[src/rtl/dmem_pkg.sv]
// rtl/dmem_pkg.sv - shared encodings for the data-memory access controller
package dmem_pkg;

    localparam logic [1:0] SZ_BYTE    = 2'b00;
    localparam logic [1:0] SZ_HALF    = 2'b01;
    localparam logic [1:0] SZ_WORD    = 2'b10;
    localparam logic [1:0] SZ_ILLEGAL = 2'b11;

    localparam int IO_BIT_DEF = 7;

    typedef enum logic [1:0] {
        ST_IDLE = 2'd0,
        ST_RD   = 2'd1,
        ST_WR   = 2'd2,
        ST_RESP = 2'd3
    } state_t;

endpackage

[src/rtl/mem_lane_align.sv]
// rtl/mem_lane_align.sv - little-endian lane select/extend for loads and lane merge for stores
module mem_lane_align
    import dmem_pkg::*;
(
    input  logic [1:0]  addr_lo,
    input  logic [1:0]  size,
    input  logic        sign_ext,
    input  logic [31:0] rbuf,
    input  logic [31:0] wdata,
    output logic [31:0] merged,
    output logic [31:0] load_val,
    output logic        misalign
);

    logic [4:0]  lane_lsb;
    logic [7:0]  byte_sel;
    logic [15:0] half_sel;

    always_comb begin
        lane_lsb = {addr_lo, 3'b000};
        byte_sel = rbuf[lane_lsb +: 8];
        half_sel = addr_lo[1] ? rbuf[31:16] : rbuf[15:0];
        merged   = rbuf;
        load_val = rbuf;
        misalign = 1'b0;
        case (size)
            SZ_BYTE: begin
                merged[lane_lsb +: 8] = wdata[7:0];
                load_val = {{24{sign_ext & byte_sel[7]}}, byte_sel};
            end
            SZ_HALF: begin
                if (addr_lo[1]) merged[31:16] = wdata[15:0];
                else            merged[15:0]  = wdata[15:0];
                load_val = {{16{sign_ext & half_sel[15]}}, half_sel};
                misalign = addr_lo[0];
            end
            SZ_WORD: begin
                merged   = wdata;
                misalign = |addr_lo;
            end
            default: begin
                merged   = rbuf;
                load_val = rbuf;
            end
        endcase
    end

endmodule

[src/rtl/dmem_access_ctrl.sv]
// rtl/dmem_access_ctrl.sv - MEM-stage bus initiator: word/half/byte loads and stores, sub-word stores as RMW
module dmem_access_ctrl
    import dmem_pkg::*;
#(
    parameter int IO_BIT = IO_BIT_DEF,
    parameter int ADDR_W = 32
) (
    input  logic              clock,
    input  logic              reset,
    input  logic              req_valid,
    output logic              req_ready,
    input  logic              req_write,
    input  logic [1:0]        req_size,
    input  logic              req_signed,
    input  logic [ADDR_W-1:0] req_addr,
    input  logic [31:0]       req_wdata,
    output logic              busy,
    output logic              resp_valid,
    output logic              resp_err,
    output logic [31:0]       resp_rdata,
    output logic [ADDR_W-1:0] addr,
    output logic [31:0]       datain,
    output logic              we,
    input  logic [31:0]       dataout
);

    state_t              state_q;
    logic                write_q;
    logic [1:0]          size_q;
    logic                signed_q;
    logic [1:0]          addr_lo_q;
    logic [31:0]         wdata_q;
    logic [ADDR_W-1:0]   addr_q;
    logic [31:0]         datain_q;
    logic                we_q;
    logic                resp_valid_q;
    logic                resp_err_q;
    logic [31:0]         resp_rdata_q;

    logic                idle;
    logic [1:0]          al_addr_lo;
    logic [1:0]          al_size;
    logic [31:0]         al_merged;
    logic [31:0]         al_load;
    logic                al_misalign;
    logic                req_err;

    assign idle = (state_q == ST_IDLE);

    // In IDLE the aligner vets the incoming request; afterwards it works on the latched one.
    assign al_addr_lo = idle ? req_addr[1:0] : addr_lo_q;
    assign al_size    = idle ? req_size      : size_q;

    // The read word is merged/extended as it arrives, so datain and resp_rdata are registered on the RD edge.
    mem_lane_align u_align (
        .addr_lo  (al_addr_lo),
        .size     (al_size),
        .sign_ext (signed_q),
        .rbuf     (dataout),
        .wdata    (wdata_q),
        .merged   (al_merged),
        .load_val (al_load),
        .misalign (al_misalign)
    );

    assign req_err = (req_size == SZ_ILLEGAL) | al_misalign |
                     (req_addr[IO_BIT] & (req_size != SZ_WORD));

    always_ff @(posedge clock) begin
        if (reset) begin
            state_q      <= ST_IDLE;
            write_q      <= 1'b0;
            size_q       <= SZ_BYTE;
            signed_q     <= 1'b0;
            addr_lo_q    <= 2'b00;
            wdata_q      <= 32'h0;
            addr_q       <= '0;
            datain_q     <= 32'h0;
            we_q         <= 1'b0;
            resp_valid_q <= 1'b0;
            resp_err_q   <= 1'b0;
            resp_rdata_q <= 32'h0;
        end else begin
            case (state_q)
                ST_IDLE: begin
                    if (req_valid) begin
                        write_q   <= req_write;
                        size_q    <= req_size;
                        signed_q  <= req_signed;
                        addr_lo_q <= req_addr[1:0];
                        wdata_q   <= req_wdata;
                        if (req_err) begin
                            resp_valid_q <= 1'b1;
                            resp_err_q   <= 1'b1;
                            resp_rdata_q <= 32'h0;
                            state_q      <= ST_RESP;
                        end else begin
                            addr_q <= {req_addr[ADDR_W-1:2], 2'b00};
                            if (req_write && (req_size == SZ_WORD)) begin
                                datain_q <= req_wdata;
                                we_q     <= 1'b1;
                                state_q  <= ST_WR;
                            end else begin
                                state_q <= ST_RD;
                            end
                        end
                    end
                end
                ST_RD: begin
                    if (write_q) begin
                        datain_q <= al_merged;
                        we_q     <= 1'b1;
                        state_q  <= ST_WR;
                    end else begin
                        resp_valid_q <= 1'b1;
                        resp_err_q   <= 1'b0;
                        resp_rdata_q <= al_load;
                        state_q      <= ST_RESP;
                    end
                end
                ST_WR: begin
                    we_q         <= 1'b0;
                    resp_valid_q <= 1'b1;
                    resp_err_q   <= 1'b0;
                    resp_rdata_q <= 32'h0;
                    state_q      <= ST_RESP;
                end
                ST_RESP: begin
                    resp_valid_q <= 1'b0;
                    resp_err_q   <= 1'b0;
                    state_q      <= ST_IDLE;
                end
                default: state_q <= ST_IDLE;
            endcase
        end
    end

    assign req_ready  = idle;
    assign busy       = ~idle;
    assign resp_valid = resp_valid_q;
    assign resp_err   = resp_err_q;
    assign resp_rdata = resp_rdata_q;
    assign addr       = addr_q;
    assign datain     = datain_q;
    assign we         = we_q;

endmodule

[config.mk]
export PLATFORM = sky130hd
export DESIGN_NAME = dmem_access_ctrl
export DESIGN_NICKNAME = d
export VERILOG_FILES = /design/src/rtl/dmem_pkg.sv /design/src/rtl/mem_lane_align.sv /design/src/rtl/dmem_access_ctrl.sv
export SDC_FILE = /design/constraint.sdc
export NUM_CORES = 1
export LEC_CHECK = 0
export CAP_MARGIN = 40
export CELL_PAD_IN_SITES_DETAIL_PLACEMENT = 1
export CELL_PAD_IN_SITES_GLOBAL_PLACEMENT = 1
export CORE_MARGIN = 4
export CORE_UTILIZATION = 35
export DETAILED_ROUTE_END_ITERATION = 10
export DONT_BUFFER_PORTS = 1
export PLACE_DENSITY = 0.65
export SLEW_MARGIN = 30
export SYNTH_ARGS = -nofsm -noshare
export SYNTH_HDL_FRONTEND = slang
export SYNTH_SLANG_ARGS = --single-unit
[constraint.sdc]
create_clock -name clock -period 4.1 [get_ports clock]
set_input_delay 1.025 -clock clock [delete_from_list [all_inputs] [get_ports clock]]
set_output_delay 1.025 -clock clock [all_outputs]
set_load 0.1 [all_outputs]
==> flow_results.xml <==
<?xml version="1.0" encoding="UTF-8"?>
<metrics>
  <group name="place">
    <metric name="dp.final_hpwl" unit="um">20000</metric>
    <metric name="placedCellCount" unit="">1086</metric>
    <metric name="port_buffers" unit="">0</metric>
    <metric name="place_congestion" unit="">0.893</metric>
    <metric name="placed_area" unit="sq um">8480</metric>
  </group>
  <group name="power_and_ir_drop">
    <metric name="power.net_switching" unit="mW">4.22</metric>
    <metric name="switching_power_as_a_share_of_total_power" unit="%">51.2</metric>
    <metric name="power_leakage" unit="nW">3.39</metric>
    <metric name="clock_power_share" unit="%">18.8</metric>
    <metric name="powerDensity" unit="nW/um^2">907</metric>
    <metric name="intPower" unit="mW">4.03</metric>
    <metric name="power_frac_comb" unit="%">57.2</metric>
    <metric name="seq_power_share" unit="%">24.0</metric>
    <metric name="vdd.ir_drop.worst" unit="mV">0.504</metric>
  </group>
  <group name="logic_synthesis">
    <metric name="yosysSeqAreaShare" unit="%">41.2</metric>
    <metric name="netlist_area" unit="sq um">6650</metric>
    <metric name="largest_family_of_logic_cells_by_synthesized_area" unit="">compound AO/OA/AOI/OAI gates</metric>
    <metric name="async_reset_ff_share" unit="%">0</metric>
    <metric name="yosys.area_share.adder" unit="%">2.44</metric>
    <metric name="synth.ff_latch_count" unit="">137</metric>
    <metric name="synthesis.area_per_instance" unit="sq um">8.28</metric>
    <metric name="post_synth_and_or_nand_nor_area_fraction" unit="%">19.6</metric>
    <metric name="post-synth-top-area-cell" unit="">sky130_fd_sc_hd__dfxtp_1</metric>
    <metric name="postSynth.topFlopCell" unit="">sky130_fd_sc_hd__dfxtp_1</metric>
    <metric name="synth.lib_cells_used.distinct" unit="">63</metric>
    <metric name="yosys-mux-area-fraction" unit="%">3.23</metric>
    <metric name="xor_and_xnor_area_share_after_synthesis" unit="%">0</metric>
    <metric name="synth.top_cell.area_share" unit="%">41.2</metric>
    <metric name="cell_types_occupying_the_most_area_after_synthesis" unit="">sky130_fd_sc_hd__dfxtp_1, sky130_fd_sc_hd__nand2_1, sky130_fd_sc_hd__a21oi_1</metric>
    <metric name="cell_count_after_synthesis" unit="">804</metric>
    <metric name="synth_enable_flop_cells" unit="">0</metric>
    <metric name="synth_compound_area_share" unit="%">28.2</metric>
    <metric name="yosys_warnings" unit="">0</metric>
  </group>
  <group name="floorplan">
    <metric name="floorplan.die_area" unit="sq um">21300</metric>
    <metric name="std_cell_rows" unit="">50</metric>
    <metric name="num_io_pins" unit="">204</metric>
    <metric name="die_outline_height" unit="um">146</metric>
    <metric name="chip_width" unit="um">146</metric>
    <metric name="coreArea" unit="sq um">18700</metric>
    <metric name="floorplan.initialDensity" unit="%">35.6</metric>
  </group>
  <group name="setup_path">
    <metric name="worst_setup_path_end_kind" unit="">flip-flop</metric>
    <metric name="worstPathMaxFanout" unit="">19</metric>
    <metric name="crit_chain" unit="">inv_1, ha_2, mux2i_1, ha_1, or2_2, o21ai_0, o21bai_2, o2bb2ai_1</metric>
    <metric name="worstSetupPathType" unit="">flip-flop to flip-flop</metric>
    <metric name="crit_path_max_incr_delay" unit="ps">660</metric>
    <metric name="timing.critical_path.arrival" unit="ps">3820</metric>
    <metric name="cp_data_required_time" unit="ps">4350</metric>
    <metric name="startpoint_type" unit="">flip-flop</metric>
    <metric name="cpMaxStageDelayCell" unit="">sky130_fd_sc_hd__o21bai_2</metric>
  </group>
  <group name="cells_and_area">
    <metric name="mostFrequentLayoutCells" unit="">sky130_fd_sc_hd__nand2_1, sky130_fd_sc_hd__dfxtp_1, sky130_fd_sc_hd__a21oi_1, sky130_fd_sc_hd__buf_8, sky130_fd_sc_hd__nor2_1</metric>
    <metric name="finalCoreUtilization" unit="%">48.6</metric>
    <metric name="num-fill-cells" unit="">2070</metric>
    <metric name="drive_gt1_share" unit="%">19.5</metric>
    <metric name="insertedDiodeCount" unit="">0</metric>
    <metric name="instances_no_fill" unit="">1120</metric>
    <metric name="area_growth_syn_to_layout" unit="%">36.7</metric>
    <metric name="most_common_cell_after_layout_fill_and_taps_aside" unit="">sky130_fd_sc_hd__nand2_1</metric>
    <metric name="num-nets-final" unit="">989</metric>
    <metric name="postLayoutCellArea" unit="sq um">9090</metric>
  </group>
  <group name="sta">
    <metric name="post-route-period-util" unit="%">87.2</metric>
    <metric name="timing.fmax" unit="MHz">280</metric>
    <metric name="final.setup.tns" unit="ps">0</metric>
    <metric name="slew_headroom" unit="%">41.9</metric>
    <metric name="worst-slew-pin-transition" unit="ps">871</metric>
    <metric name="grt_setup_unrepaired" unit="">false</metric>
    <metric name="finalWorstPathRequiredPeriod" unit="ps">3580</metric>
    <metric name="fin_skew" unit="ps">12.4</metric>
    <metric name="finalMaxSlewViolations" unit="">0</metric>
    <metric name="setup_viol_count_final" unit="">0</metric>
    <metric name="hold_viol" unit="">0</metric>
  </group>
  <group name="clocking">
    <metric name="ctsHoldBuffers" unit="">0</metric>
    <metric name="clock_buffer_count_from_cts" unit="">17</metric>
    <metric name="cts.clk_slew.worst_paths" unit="ps">60</metric>
    <metric name="postCtsResizedCells" unit="">0</metric>
    <metric name="cts_tree" unit="">yes</metric>
    <metric name="cts_h_tree_lvls" unit="">4</metric>
    <metric name="clk_path_buf_depth" unit="">2</metric>
    <metric name="clockRootBuffer" unit="">sky130_fd_sc_hd__clkbuf_16</metric>
    <metric name="clock-sinks" unit="">137</metric>
    <metric name="cts.repair_timing.setup_buffer_count" unit="">0</metric>
    <metric name="clock_insertion_delay_at_the_later_pin_of_the_skew_report" unit="ps">430</metric>
  </group>
  <group name="detailed_routing">
    <metric name="totalWireLength" unit="um">27100</metric>
    <metric name="route.layer.met1.wl" unit="um">10100</metric>
    <metric name="dr_wl_met2" unit="um">13500</metric>
    <metric name="drt_first_iter_violations" unit="">620</metric>
    <metric name="drt_pre_antenna_iters" unit="">7</metric>
    <metric name="wl_met3" unit="um">2580</metric>
    <metric name="route.detailed.wl_per_inst" unit="um">24.2</metric>
    <metric name="vias_per_cell" unit="">6.00</metric>
    <metric name="drcViolationCount" unit="">0</metric>
    <metric name="routed.top_layer" unit="">met4</metric>
    <metric name="routed-via-count" unit="">6720</metric>
    <metric name="final_antenna_net_count" unit="">0</metric>
  </group>
  <group name="global_routing">
    <metric name="grt_pass1_vias" unit="">7038</metric>
    <metric name="gr-total-overflow" unit="">0</metric>
    <metric name="grt_first_pass_wirelength" unit="um">41700</metric>
    <metric name="grt_start_max_net_pins" unit="">109</metric>
    <metric name="grt_antenna_before_repair" unit="">0</metric>
    <metric name="grt_usage" unit="%">24.9</metric>
  </group>
  <group name="run">
    <metric name="max_cap_violations" unit="">0</metric>
  </group>
  <group name="hold_path">
    <metric name="timing.hold.worst.class" unit="">flip-flop to flip-flop</metric>
  </group>
  <group name="run_status">
    <metric name="outcome" unit="">completed</metric>
  </group>
</metrics>
-- logic make-up (layout without fill, tap and decap cells) --
logic type | count (synthesis) | after routing
and+or+nand+nor | 310 | 310
other | 1 | 2
adders and majority gates | 13 | 13
muxes | 21 | 21
buffers and inverters | 78 | 159
AOI/OAI and AO/OA | 244 | 244
DFF | 137 | 137
-- Yosys cell counts, types with 3 or more instances --
cell type                   instances
sky130_fd_sc_hd__nor2b_1            4
sky130_fd_sc_hd__a21oi_1           77
sky130_fd_sc_hd__dfxtp_1          137
sky130_fd_sc_hd__a22o_1             9
sky130_fd_sc_hd__buf_1              5
sky130_fd_sc_hd__o2111ai_1          3
sky130_fd_sc_hd__a222oi_1          16
sky130_fd_sc_hd__nand2_1          209
sky130_fd_sc_hd__nor2_1            55
sky130_fd_sc_hd__nand3_1            4
sky130_fd_sc_hd__or2_2              9
sky130_fd_sc_hd__mux2i_1           20
sky130_fd_sc_hd__inv_1             10
sky130_fd_sc_hd__o2bb2ai_1         32
sky130_fd_sc_hd__o221ai_1           7
sky130_fd_sc_hd__o21ai_1            4
sky130_fd_sc_hd__ha_1              13
sky130_fd_sc_hd__clkbuf_1          42
sky130_fd_sc_hd__o41ai_1            6
sky130_fd_sc_hd__nand3b_1          16
sky130_fd_sc_hd__buf_4              5
sky130_fd_sc_hd__buf_6              3
sky130_fd_sc_hd__a211oi_1          17
sky130_fd_sc_hd__a221o_1            8
sky130_fd_sc_hd__o211ai_1          11
sky130_fd_sc_hd__o21ai_0            5
sky130_fd_sc_hd__a311oi_1           3
sky130_fd_sc_hd__buf_2             10
sky130_fd_sc_hd__a221oi_1          17
sky130_fd_sc_hd__nor3_1             3
sky130_fd_sc_hd__a32o_1             8
-- worst max-delay path, delay by kind of cell (launching register included) --
family	cells	cell delay (ps)
AO/OA/AOI/OAI	3	1110
adder cells (fa/ha/maj)	2	950
buffers and inverters	1	100
flip-flops	1	350
multiplexers	1	420
AND/OR/NAND/NOR	1	470
-- path summary, 6_finish.rpt --
check,cells past startpoint,startpoint,to,slack [ps]
worst max-delay path,8,state_q[0]$_SDFFE_PP0N_,resp_rdata[20]$_SDFFE_PP0P_,520
worst min-delay path,2,size_q[0]$_SDFFE_PP0P_,size_q[0]$_SDFFE_PP0P_,450
worst max register to register,8,state_q[0]$_SDFFE_PP0N_,resp_rdata[20]$_SDFFE_PP0P_,520
worst min register to register,2,size_q[0]$_SDFFE_PP0P_,size_q[0]$_SDFFE_PP0P_,450
-- sequential cells by signal, summed over array words and instances (netlist names), 2 cells and up --
name / cells
datain: 32
resp_rdata: 32
wdata_q: 32
addr: 30
addr_lo_q: 2
size_q: 2
state_q: 2
-- area by class of cell --
type	count	area (sq um)	share of cell area, %
flip-flops and latches	137	2740	30.2
well taps	234	293	3.22
multi-input cells	590	3590	39.4
inverters	13	48.8	0.537
repair buffers	114	1830	20.1
clock buffers	21	470	5.17
clock inverters	11	121	1.33
-- routing by layer --
layer  global-route usage (%)  vias up
met4                     9.88        0
met1                     28.6     3292
li1                         -     3053
met3                     8.53       64
met5                        0        -
met2                     42.3      311
-- through the flow --
step                      hold slack (ps)  setup slack (ps)  power (mW)
final                                 452               525        8.25
after global routing                  482               294        8.61
after CTS                             454               551        8.25
after detailed placement              445               555        6.67
after global placement                440               725        5.70
after floorplan                       436               214        5.15
-- power groups by stage --
| stage | Clock (mW) | Combinational (mW) | Sequential, mW |
|---|---|---|---|
| 2_1_floorplan | 0 | 1.87 | 3.27 |
| 3_5_place_dp | 0 | 4.67 | 2.00 |
| 5_1_grt | 1.64 | 4.96 | 2.01 |
| 6_report | 1.55 | 4.72 | 1.98 |
| 4_1_cts | 1.58 | 4.70 | 1.98 |
| 3_3_place_gp | 0 | 2.32 | 3.38 |
No activity file was read; power rests on OpenSTA's default activity.
